===== config.mk =====
export PLATFORM = sky130hd
export DESIGN_NAME = balance_readout
export DESIGN_NICKNAME = d
export VERILOG_FILES = /design/src/rtl/balance_readout.sv
export SDC_FILE = /design/constraint.sdc
export NUM_CORES = 1
export LEC_CHECK = 0
export CORE_UTILIZATION = 49
export DETAILED_ROUTE_END_ITERATION = 8
export PLACE_DENSITY = 0.82
export SETUP_SLACK_MARGIN = 0.3
export SLEW_MARGIN = 20
export SYNTH_ARGS = -nofsm -noshare
export SYNTH_HDL_FRONTEND = slang
export SYNTH_SLANG_ARGS = --single-unit

===== constraint.sdc =====
create_clock -name clock -period 2.3 [get_ports clock]
set_input_delay 0.345 -clock clock [delete_from_list [all_inputs] [get_ports clock]]
set_output_delay 0.345 -clock clock [all_outputs]
set_load 0.02 [all_outputs]

===== src/rtl/balance_readout.sv =====
// Snapshots one player's 8-bit balance from the RAM word and shows it as three BCD digits plus the player index.
// Latency: 9 cycles from trigger to done (1 cycle for an out-of-range player). Outputs hold between done pulses.
// Backpressure: none; triggers arriving mid-conversion collapse into a single pending re-run.
module balance_readout #(
    parameter int NUM_PLAYERS   = 6,
    parameter bit BLANK_LEADING = 1'b1
) (
    input  logic        clock,
    input  logic        resetn,
    input  logic [47:0] memory_values,
    input  logic        load_memory,
    input  logic [2:0]  player_sel,
    output logic [6:0]  hex_ones,
    output logic [6:0]  hex_tens,
    output logic [6:0]  hex_hund,
    output logic [6:0]  hex_player,
    output logic        busy,
    output logic        done,
    output logic        invalid
);

    typedef enum logic [1:0] {IDLE, CONVERT, PUBLISH} state_t;

    localparam logic [3:0] NP = 4'(NUM_PLAYERS);

    state_t      state;
    logic [2:0]  sel_q;
    logic [2:0]  sel_lat;
    logic [7:0]  bal;
    logic [11:0] bcd;
    logic [2:0]  count;
    logic        pending;
    logic        inv_path;

    logic        trigger;
    logic        sel_ok;
    logic        start;
    logic [63:0] mem_ext;
    logic [7:0]  slot_val;
    logic [11:0] adj;
    logic [19:0] shifted;
    logic [3:0]  d_hund, d_tens, d_ones;
    logic        blank_h, blank_t;

    function automatic logic [6:0] seg7(input logic [3:0] d);
        case (d)
            4'd0:    seg7 = 7'h40;
            4'd1:    seg7 = 7'h79;
            4'd2:    seg7 = 7'h24;
            4'd3:    seg7 = 7'h30;
            4'd4:    seg7 = 7'h19;
            4'd5:    seg7 = 7'h12;
            4'd6:    seg7 = 7'h02;
            4'd7:    seg7 = 7'h78;
            4'd8:    seg7 = 7'h00;
            4'd9:    seg7 = 7'h10;
            default: seg7 = 7'h7F;
        endcase
    endfunction

    assign trigger  = load_memory | (player_sel != sel_q);
    assign sel_ok   = {1'b0, player_sel} < NP;
    assign start    = ((state == IDLE) && trigger) || ((state == PUBLISH) && (pending || trigger));
    // Zero-extended so the slot index never runs off the end of the 48-bit word.
    assign mem_ext  = {16'h0000, memory_values};
    assign slot_val = mem_ext[{player_sel, 3'b000} +: 8];

    always_comb begin
        adj = bcd;
        for (int i = 0; i < 3; i++) begin
            if (adj[4*i +: 4] >= 4'd5)
                adj[4*i +: 4] = adj[4*i +: 4] + 4'd3;
        end
        shifted = {adj, bal} << 1;
    end

    assign d_hund  = bcd[11:8];
    assign d_tens  = bcd[7:4];
    assign d_ones  = bcd[3:0];
    assign blank_h = BLANK_LEADING && (d_hund == 4'd0);
    assign blank_t = blank_h && (d_tens == 4'd0);

    always_ff @(posedge clock or negedge resetn) begin
        if (!resetn) begin
            state      <= IDLE;
            sel_q      <= 3'd0;
            sel_lat    <= 3'd0;
            bal        <= 8'd0;
            bcd        <= 12'd0;
            count      <= 3'd0;
            pending    <= 1'b0;
            inv_path   <= 1'b0;
            busy       <= 1'b0;
            done       <= 1'b0;
            invalid    <= 1'b0;
            hex_ones   <= 7'h7F;
            hex_tens   <= 7'h7F;
            hex_hund   <= 7'h7F;
            hex_player <= 7'h7F;
        end else begin
            sel_q <= player_sel;
            done  <= 1'b0;
            case (state)
                CONVERT: begin
                    if (trigger)
                        pending <= 1'b1;
                    bcd   <= shifted[19:8];
                    bal   <= shifted[7:0];
                    count <= count + 3'd1;
                    if (count == 3'd7)
                        state <= PUBLISH;
                end
                PUBLISH: begin
                    done    <= 1'b1;
                    busy    <= 1'b0;
                    pending <= 1'b0;
                    state   <= IDLE;
                    if (inv_path) begin
                        invalid    <= 1'b1;
                        hex_ones   <= 7'h3F;
                        hex_tens   <= 7'h3F;
                        hex_hund   <= 7'h3F;
                        hex_player <= 7'h3F;
                    end else begin
                        invalid    <= 1'b0;
                        hex_ones   <= seg7(d_ones);
                        hex_tens   <= blank_t ? 7'h7F : seg7(d_tens);
                        hex_hund   <= blank_h ? 7'h7F : seg7(d_hund);
                        hex_player <= seg7({1'b0, sel_lat});
                    end
                end
                default: ;
            endcase
            // A start overrides the idle return above, including a re-run out of PUBLISH.
            if (start) begin
                sel_lat <= player_sel;
                if (sel_ok) begin
                    bal      <= slot_val;
                    bcd      <= 12'd0;
                    count    <= 3'd0;
                    busy     <= 1'b1;
                    inv_path <= 1'b0;
                    state    <= CONVERT;
                end else begin
                    inv_path <= 1'b1;
                    state    <= PUBLISH;
                end
            end
        end
    end

endmodule

==> impl_metrics.csv, run 1 <==
group,metric,value,unit
status,status,"completed",
global_route,grt.busiest_layer,"met2",
global_route,met2_usage,37.9,%
sta,fin_crit_sh,80.2,%
clocking,cts_tree,"built",
setup_path,crit_fanout,2,
die,core_area,7330,um^2
cells_and_area,num_antenna_cells,0,
cells_and_area,drive_gt1_share,21.4,%
sta,maxSlewHeadroom,59.2,%
cells_and_area,n_fill_cell,542,
die,dieHeight,89.7,um
clocking,clockRootBuffer,"clkbuf_8",
logic_synthesis,syn_area_per_cell,10.1,um^2
setup_path,setup.worst_path.start,"hex_player[0]$_DFFE_PN1P_",
setup_path,cp-end-kind,"output port",
setup_path,worstPathCellList,"clkdlybuf4s50_1",
cells_and_area,nets,545,
global_route,grt_max_degree,25,
global_route,grt_pass1_vias,3113,
global_route,use_met3,4.48,%
die,fp.dieArea,8050,um^2
global_route,grt_usage,21.6,%
clocking,clk_pin_slew_worst_paths,0.07,ns
sta,fin_crit,1.84,ns
setup_path,critical_path_required,1.96,ns
global_route,grt_pass1_wl,14100,um
power_and_ir_drop,p_leak,2.14,nW
place,dp_cells,553,
detailed_routing,vias_per_cell,5.40,
detailed_routing,wire_per_inst,14.2,um
cells_and_area,postLayoutCellArea,5010,um^2
global_route,overflow,0,
place,dp_slack,-0.00702,ns
place,place.port_buffers,84,
clocking,cts_buffer_depth,2,
logic_synthesis,synth_flop_cell,"dfrtp_1",
logic_synthesis,yosysWarnings,0,
detailed_routing,ant_nets,0,
die,ios,85,
logic_synthesis,synth.cell_area,3770,um^2
place,placed_area,4790,um^2
die,placementRows,31,
cells_and_area,area_growth,32.8,%
sta,fin_hold_ws,0.403,ns
setup_path,cp_top_family,"buffers and inverters",
place,dpl.hpwl,5950,um
setup_path,critPathSlowestCell,"clkdlybuf4s50_1",
job,drv_cap,0,
cells_and_area,final_cells,570,
setup_path,r2r_start,"bcd[8]$_DFF_PN0_",
sta,max_slew.worst_pin.slew,0.605,ns
power_and_ir_drop,ir_worst_vdd,0.481,mV
setup_path,start_kind,"flop",
setup_path,cpPeakStageDelay,0.61,ns
logic_synthesis,synthCells,375,
min_path,hold_start,"player_sel[1]",
logic_synthesis,syn-num-nets,454,
detailed_routing,drcViolationCount,0,
detailed_routing,drt-total-wl,8120,um
sta,hold_viol,0,
min_path,min_path_type,"input pin to flop",
detailed_routing,drtIter0Drc,135,
logic_synthesis,synth-seq-cells,64,
detailed_routing,vias,3077,
setup_path,crit_buf_inv,1,
sta,worst_slack,0.455,ns
power_and_ir_drop,finalPower,6.44,mW
detailed_routing,firstDrtPassIters,4,
power_and_ir_drop,powerDensity,1290,nW/um^2
die,initial_core_util,51.5,%
sta,rsz0062_at_grt,"no",
sta,timing.fmax,0.542,GHz
global_route,antenna_found_initial,0,
sta,fin_skew,0.00684,ns
clocking,cts_buffers,9,
clocking,ctsHtreeMaxLevel,3,
cells_and_area,multi_input_area,1960,um^2
place,place.gp.congestion,0.858,
setup_path,worstPathArrival,1.50,ns
logic_synthesis,ys_types,42,
setup_path,path_class,"flop to output port",
die,die_x,89.7,um
sta,report.final.slew_viol_count,0,
clocking,clock_latency,0.35,ns
cells_and_area,seqCellArea,1640,um^2
global_route,use_met1,25.8,%
logic_synthesis,synth-seq-area-share,43.4,%
logic_synthesis,synth_edf_count,0,
clocking,cts_sinks,64,
logic_synthesis,synthArstFlopShare,100,%
sta,setup-violations-final,0,
-- through the flow --
stage | TNS (ns) | utilization, %
floorplan | 0 | -
finish | 0 | 68.3
CTS | 0 | 68.3
detailed placement | -0.0100 | 65.4
global route | 0 | 68.3
global placement | 0 | 65.4
-- final cells by class --
type	count	share of cell area, %
multi-input cells	269	39.2
flip-flops and latches	64	32.7
repair buffers	103	20.1
clock buffers	11	3.02
well taps	99	2.47
inverters	19	1.42
clock inverters	5	1.10
-- final timing paths --
| path | endpoint | slack (ns) | depth (start not counted) |
|---|---|---|---|
| min in group asynchronous | bal[0]$_DFF_PN0_ | 0.48 | 2 |
| worst min-delay path | sel_q[1]$_DFF_PN0_ | 0.40 | 2 |
| worst max-delay path | hex_player[0] | 0.46 | 1 |
| worst min register to register | hex_player[3]$_DFFE_PN1P_ | 0.49 | 2 |
| max in group asynchronous | hex_ones[6]$_DFFE_PN1P_ | 1.08 | 3 |
| worst max register to register | hex_hund[1]$_DFFE_PN1P_ | 0.55 | 5 |
-- logic make-up (layout without fill, tap and decap cells) --
group / count (synthesis) / after routing / share of synthesized area (%)
flops: 64 / 64 / 43.4
simple gates: 118 / 118 / 14.2
buf+inv: 42 / 138 / 4.58
fa+ha+maj: 25 / 25 / 8.29
xor+xnor: 4 / 4 / 0.929
mux: 38 / 38 / 13.8
compound gates: 84 / 84 / 14.8
-- synth_stat cells (4+ instances only) --
cell type,count,area [um^2]
mux4_2,8,180
dfstp_2,28,736
nor2_1,27,101
o21ai_0,15,75.1
or3_1,5,31.3
o22a_1,14,123
dfrtp_1,36,901
nor3b_1,5,37.5
clkbuf_1,15,56.3
nor3_1,7,35.0
mux2_2,25,282
a31oi_1,7,43.8
a21o_1,4,30.0
a21oi_1,28,140
nand2b_1,6,37.5
nand2_1,52,195
nand3_1,7,35.0
inv_1,19,71.3
a211oi_1,6,45.0
ha_1,25,313
-- registers in the layout, summed over array words and instances, names as in the netlist, 2 cells and up --
name and flops:
hex_tens 7, bal 8, bcd 12, hex_ones 7
count 3, state 2, hex_hund 7, hex_player 7
sel_lat 3, sel_q 3
-- power breakdown --
| group | internal, mW | switching [mW] |
|---|---|---|
| registers | 1.77 | 0.514 |
| logic | 1.56 | 1.60 |
| clock network | 0.555 | 0.446 |
-- placed cells by master (no fill, tap or decap), types with 3 or more instances in the layout --
cell and n:
buf_4 16, inv_1 19, nand2_1 52, nand3_1 7, or3_1 5, clkdlybuf4s50_1 82
mux2i_1 3, a21o_1 4, nor3_1 7, a21oi_1 28, nor3b_1 5, a31oi_1 7
nor2_1 27, dfstp_2 28, o21ai_0 15, clkbuf_8 11, nand2b_1 6, dfrtp_1 36
mux2_2 25, ha_1 25, o22a_1 14, mux4_2 8, xor2_1 3, a211oi_1 6
-- what timing repair did --
action / 4_1_cts / 5_1_grt
gates resized for setup: 0 / 1
hold endpoints to repair: 16 / 0
endpoints found under the setup margin: 0 / 5
buffers inserted: 0 / 0
hold buffers: 1 / 0
-- routing by layer --
metal,part of all wire [%],wire (um)
met3,5.4,436
met5,0,0
met4,1.7,139
met1,42,3420
met2,51,4120
Power figures use the tool's default switching activity.
==> inputs of run 2 (changes only) <==
==> constraint.sdc (replaced) <==
create_clock -name clock -period 1.86 [get_ports clock]
set_input_delay 0.279 -clock clock [delete_from_list [all_inputs] [get_ports clock]]
set_output_delay 0.279 -clock clock [all_outputs]
set_load 0.02 [all_outputs]
==> run 2 against run 1 <==
Compared with the run above: worst setup slack lost 0.23 ns; sequential share of layout area decreased by 1.5 points; power increased by 31%; via count is 4.3% higher; non-clock buffer count increased by 15; core utilization increased by 3.6 points; first-iteration DRC count unchanged; critical path type is now flop to flop.
==> impl_metrics.csv, run 2 (same netlist as run 1, synthesis figures left out) <==
group,metric,value,unit
detailed_routing,drcViolationCount,0,
sta,fin_crit_sh,88.1,%
cells_and_area,layout_common_cells,"nand2_1 (52), clkdlybuf4s50_1 (49), dlygate4sd2_1 (33)",
setup_path,path_class,"flop to flop",
power_and_ir_drop,powerDensity,1600,nW/um^2
setup_path,crit_fanout,8,
detailed_routing,vias,3208,
clocking,clock_latency,0.35,ns
setup_path,ff2ff_path_depth,6,
status,status,"completed",
global_route,grt_pass1_wl,14800,um
die,die_x,89.7,um
cells_and_area,fin_util,71.9,%
global_route,overflow,0,
clocking,cts_buffers,9,
job,drv_cap,0,
die,fp.dieArea,8050,um^2
setup_path,critical_path_required,2.10,ns
cells_and_area,drive_gt1_share,30.5,%
min_path,whs_path_depth,2,
sta,rsz0062_at_grt,"yes",
sta,maxSlewHeadroom,64.0,%
clocking,ctsHtreeMaxLevel,3,
min_path,min_path_type,"input pin to flop",
setup_path,worstPathArrival,1.88,ns
sta,report.final.slew_viol_count,0,
clocking,clockRootBuffer,"clkbuf_8",
sta,setup-violations-final,0,
sta,fin_crit,1.64,ns
power_and_ir_drop,p_leak,2.29,nW
detailed_routing,ant_nets,0,
clocking,cts_buffer_depth,2,
place,place.port_buffers,84,
cells_and_area,largest_reg_flops,12,
cells_and_area,regMostFlops,"bcd",
sta,max_slew.worst_pin.slew,0.539,ns
detailed_routing,drtIter0Drc,135,
setup_path,critPathSlowestCell,"dfrtp_1",
clocking,cts_sinks,64,
detailed_routing,met2_length,4640,um
global_route,grt_pass1_vias,3252,
setup_path,start_kind,"flop",
detailed_routing,firstDrtPassIters,4,
detailed_routing,vias_per_cell,5.48,
die,ios,85,
cells_and_area,num_antenna_cells,0,
detailed_routing,wl_met1,3620,um
sta,tns,0,ns
place,place.gp.congestion,0.879,
sta,hold_viol,0,
setup_path,cp-end-kind,"flop",
cells_and_area,layout_commonest_cell,"nand2_1",
detailed_routing,dr_wl_met3,508,um
sta,fin_skew,0.00930,ns
setup_path,worstPathCellList,"xor2_1 -> nor4_2 -> buf_4 -> a221oi_4 -> buf_12 -> mux2_4",
setup_path,cpPeakStageDelay,0.38,ns
cells_and_area,top_regs,"bcd: 12 flops, bal: 8 flops",
sta,timing.fmax,0.610,GHz
clocking,cts_tree,"built",
place,dpl.hpwl,6050,um
detailed_routing,wire_per_inst,15.4,um
detailed_routing,drt-total-wl,8990,um
cells_and_area,nets,560,
detailed_routing,highest_layer,"met4",
clocking,clk_pin_slew_worst_paths,0.07,ns
die,placementRows,31,
die,dieHeight,89.7,um
global_route,antenna_found_initial,0,
die,initial_core_util,51.5,%
power_and_ir_drop,ir_worst_vdd,0.671,mV
die,core_area,7330,um^2
global_route,grt_usage,23.0,%
cells_and_area,area_growth,39.8,%
global_route,grt_max_degree,43,
run 2: path summary, 6_finish.rpt:
kind | slack, ns | to | from
worst min register to register | 0.48 | hex_player[3]$_DFFE_PN1P_ | hex_player[3]$_DFFE_PN1P_
max in group asynchronous | 0.75 | hex_player[6]$_DFFE_PN1P_ | resetn
worst max-delay path | 0.22 | bal[7]$_DFF_PN0_ | sel_q[1]$_DFF_PN0_
min in group asynchronous | 0.45 | done$_DFF_PN0_ | resetn
worst max register to register | 0.22 | bal[7]$_DFF_PN0_ | sel_q[1]$_DFF_PN0_
worst min-delay path | 0.43 | sel_q[2]$_DFF_PN0_ | player_sel[2]
run 2: power by group:
group          total (mW)  leakage [nW]  switching, mW  internal, mW
combinational        4.38          1.45           2.31          2.07
clock                1.26         0.109          0.535         0.725
sequential           2.78         0.729          0.582          2.20
run 2: area by class of cell:
| class | instances | area [um^2] |
|---|---|---|
| inverters | 19 | 73.8 |
| fillers | 498 | 2060 |
| well taps | 99 | 124 |
| flip-flops and latches | 64 | 1640 |
| clock buffers | 13 | 169 |
| clock inverters | 3 | 40.0 |
| multi-input cells | 269 | 2110 |
| repair buffers | 118 | 1110 |
run 2: metrics by stage:
step | power [mW] | cells | hold slack (ns) | cell area, um^2 | setup slack (ns)
2_1_floorplan | 5.35 | 375 | -0.0166 | 3790 | 0.183
3_3_place_gp | 6.57 | 554 | 0.285 | 4810 | -0.317
3_5_place_dp | 6.76 | 554 | 0.298 | 4810 | -0.384
4_1_cts | 8.15 | 581 | 0.425 | 5170 | 0.133
5_1_grt | 9.03 | 585 | 0.433 | 5270 | 0.154
6_report | 8.42 | 585 | 0.433 | 5270 | 0.222
run 2: layer usage:
layer	vias to the layer above	GRT usage, %
met5	-	0
met4	0	9.70
met3	20	4.74
met2	123	40.4
met1	1519	27.2
li1	1546	-
run 2: timing repair:
item | in CTS | in global routing
hold buffers | 1 | 0
endpoints found under the setup margin | 64 | 49
setup buffers | 8 | 4
hold endpoints to repair | 2 | 0
pin swaps | 6 | 2
gates cloned | 2 | 0
resized for setup | 60 | 21
run 2: worst max-delay path, delay by kind of cell, from the launching register on:
kind	cells	cell delay [ns]
buffers and inverters	2	0.32
DFF	1	0.38
xor gates and xnor gates	1	0.18
muxes	1	0.30
AOI/OAI and AO/OA	1	0.28
and+or+nand+nor	1	0.06
==> inputs of run 3 (changes only) <==
--- a/config.mk
+++ b/config.mk
@@ -8,6 +8,7 @@
 export CORE_UTILIZATION = 49
 export DETAILED_ROUTE_END_ITERATION = 8
 export PLACE_DENSITY = 0.82
+export REMOVE_ABC_BUFFERS = 1
 export SETUP_SLACK_MARGIN = 0.3
 export SLEW_MARGIN = 20
 export SYNTH_ARGS = -nofsm -noshare
==> run 3 against run 2 <==
Compared with the run above: cell area rose by 0.69%; sequential power about the same; highest routed layer unchanged; critical path depth increased by 2; non-clock buffer count shrank 1; flip-flop and latch count unchanged; clock skew fell by 0.0041 ns; clock power decreased by 17%; global-route usage is 0.18 points lower.
==> impl_metrics.csv, run 3 (same netlist as run 1, synthesis figures left out) <==
group,metric,value,unit
cells_and_area,num_antenna_cells,0,
setup_path,worstPathCellList,"xor2_1 -> nor4_2 -> buf_4 -> buf_6 -> buf_6 -> a21oi_4 -> buf_6 -> mux2_4",
clocking,cts_tree,"built",
setup_path,path_class,"flop to flop",
power_and_ir_drop,finalPower,8.28,mW
setup_path,r2r_slack,0.06,ns
place,dp_cells,557,
clocking,cts_buffer_depth,2,
setup_path,cp-end-kind,"flop",
power_and_ir_drop,ir_worst_vdd,0.554,mV
clocking,cts_sinks,64,
sta,hold_viol,0,
detailed_routing,drcViolationCount,0,
clocking,clk_pin_slew_worst_paths,0.07,ns
setup_path,ff2ff_path_depth,8,
die,placementRows,31,
global_route,grt_pass1_wl,14800,um
die,initial_core_util,51.5,%
sta,timing.fmax,0.555,GHz
power_and_ir_drop,powerDensity,1560,nW/um^2
cells_and_area,area_growth,40.7,%
clocking,clockRootBuffer,"clkbuf_8",
setup_path,r2r_start,"sel_q[1]$_DFF_PN0_",
sta,max_slew.worst_pin.slew,0.458,ns
detailed_routing,drt-total-wl,8950,um
die,ios,85,
cells_and_area,top_regs,"bcd: 12 flops, bal: 8 flops",
clocking,cts_buffers,9,
detailed_routing,vias_per_cell,5.53,
setup_path,crit_fanout,4,
die,die_x,89.7,um
cells_and_area,drive_gt1_share,29.5,%
sta,rsz0062_at_grt,"yes",
cells_and_area,largest_reg_flops,12,
cells_and_area,nets,559,
sta,maxSlewHeadroom,69.5,%
cells_and_area,multi_input_area,2140,um^2
setup_path,critPathSlowestCell,"dfrtp_1",
detailed_routing,ant_nets,0,
cells_and_area,layout_commonest_cell,"nand2_1",
power_and_ir_drop,p_leak,2.29,nW
global_route,grt_max_degree,35,
setup_path,worstPathArrival,2.03,ns
sta,setup-violations-final,0,
cells_and_area,layout_common_cells,"nand2_1 (52), clkdlybuf4s50_1 (49), dlygate4sd2_1 (33)",
sta,fin_crit_sh,96.8,%
setup_path,path_common_cell,"buf_6",
place,dp_slack,-0.359,ns
place,dpl.hpwl,5890,um
global_route,grt_usage,22.8,%
cells_and_area,seqCellArea,1650,um^2
place,place.port_buffers,84,
sta,report.final.slew_viol_count,0,
sta,worst_slack,0.0598,ns
detailed_routing,wire_per_inst,15.3,um
cells_and_area,fin_util,72.4,%
clocking,ctsHtreeMaxLevel,3,
min_path,min_path_type,"input pin to asynchronous set/reset pin",
sta,fin_skew,0.00515,ns
clocking,clock_latency,0.34,ns
job,drv_cap,0,
global_route,overflow,0,
status,status,"completed",
cells_and_area,final_cells,584,
global_route,grt_pass1_vias,3253,
setup_path,start_kind,"flop",
die,core_area,7330,um^2
detailed_routing,firstDrtPassIters,5,
setup_path,r2r_end,"sel_lat[2]$_DFFE_PN0N_",
global_route,antenna_found_initial,0,
die,fp.dieArea,8050,um^2
die,dieHeight,89.7,um
detailed_routing,drtIter0Drc,181,
setup_path,cpPeakStageDelay,0.40,ns
place,place.gp.congestion,0.840,
cells_and_area,regMostFlops,"bcd",
sta,fin_crit,1.80,ns
cells_and_area,n_fill_cell,497,
setup_path,critical_path_required,2.09,ns
detailed_routing,vias,3232,
sta,tns,0,ns
==> run 3: changes by cell type in the layout (fill, tap and decap cells not counted), sizes merged <==
cell	change
clkbuf	-1
bufinv	-1
clkinv	+2
buf	-1
==> run 3: how the worst max path moves through the flow <==
stage	from	to	slack [ns]	cells after the start
floorplan	state[0]$_DFFE_PN0P_	hex_hund[0]$_DFFE_PN1P_	-0.05	4
global route	sel_q[1]$_DFF_PN0_	bal[7]$_DFF_PN0_	0.02	7
detailed placement	player_sel[1]	bal[7]$_DFF_PN0_	-0.36	5
global placement	player_sel[1]	bal[3]$_DFF_PN0_	-0.29	5
CTS	sel_q[1]$_DFF_PN0_	bal[7]$_DFF_PN0_	0.12	7
finish	sel_q[1]$_DFF_PN0_	sel_lat[2]$_DFFE_PN0N_	0.06	8
==> run 3: what timing repair did <==
item | 4_1_cts | 5_1_grt
cloned | 2 | 0
hold buffers | 1 | 0
buffers inserted | 7 | 1
gates resized for setup | 62 | 23
hold endpoints to repair | 11 | 0
setup endpoints to repair | 66 | 39
pin swaps | 7 | 6
==> run 3: layout make-up <==
| type | instances | share of cell area (%) |
|---|---|---|
| inverters | 19 | 1.34 |
| clock inverters | 4 | 0.377 |
| repair buffers | 117 | 22.0 |
| flip-flops and latches | 64 | 31.0 |
| clock buffers | 12 | 2.73 |
| multi-input cells | 269 | 40.2 |
| well taps | 99 | 2.33 |
==> run 3: power by group <==
group          internal, mW  total, mW  switching [mW]  leakage, nW
Clock                 0.512       1.05           0.535       0.0899
Combinational          2.12       4.43            2.31         1.47
Sequential             2.20       2.81           0.603        0.728
Total                  4.83       8.28            3.45         2.29
==> run 3: stage by stage <==
stage | cell area [um^2] | hold WS [ns]
6_report | 5310 | 0.417
3_3_place_gp | 4850 | 0.251
5_1_grt | 5310 | 0.449
2_1_floorplan | 3670 | -0.0166
4_1_cts | 5200 | 0.433
3_5_place_dp | 4850 | 0.247
==> run 3: critical path: cells and delay by family (launching register included) <==
kind,cells,cell delay [ns]
xor+xnor,1,0.17
flops,1,0.40
mux,1,0.30
simple gates,1,0.29
buf+inv,4,0.49
compound gates,1,0.04
==> run 3: metal layers <==
layer,wire length (um),track usage [%],vias to the layer above
met3,428,3.64,17
li1,-,-,1526
met4,170,7.38,0
met5,0,0,-
met1,3640,27.0,1573
met2,4710,41.9,116
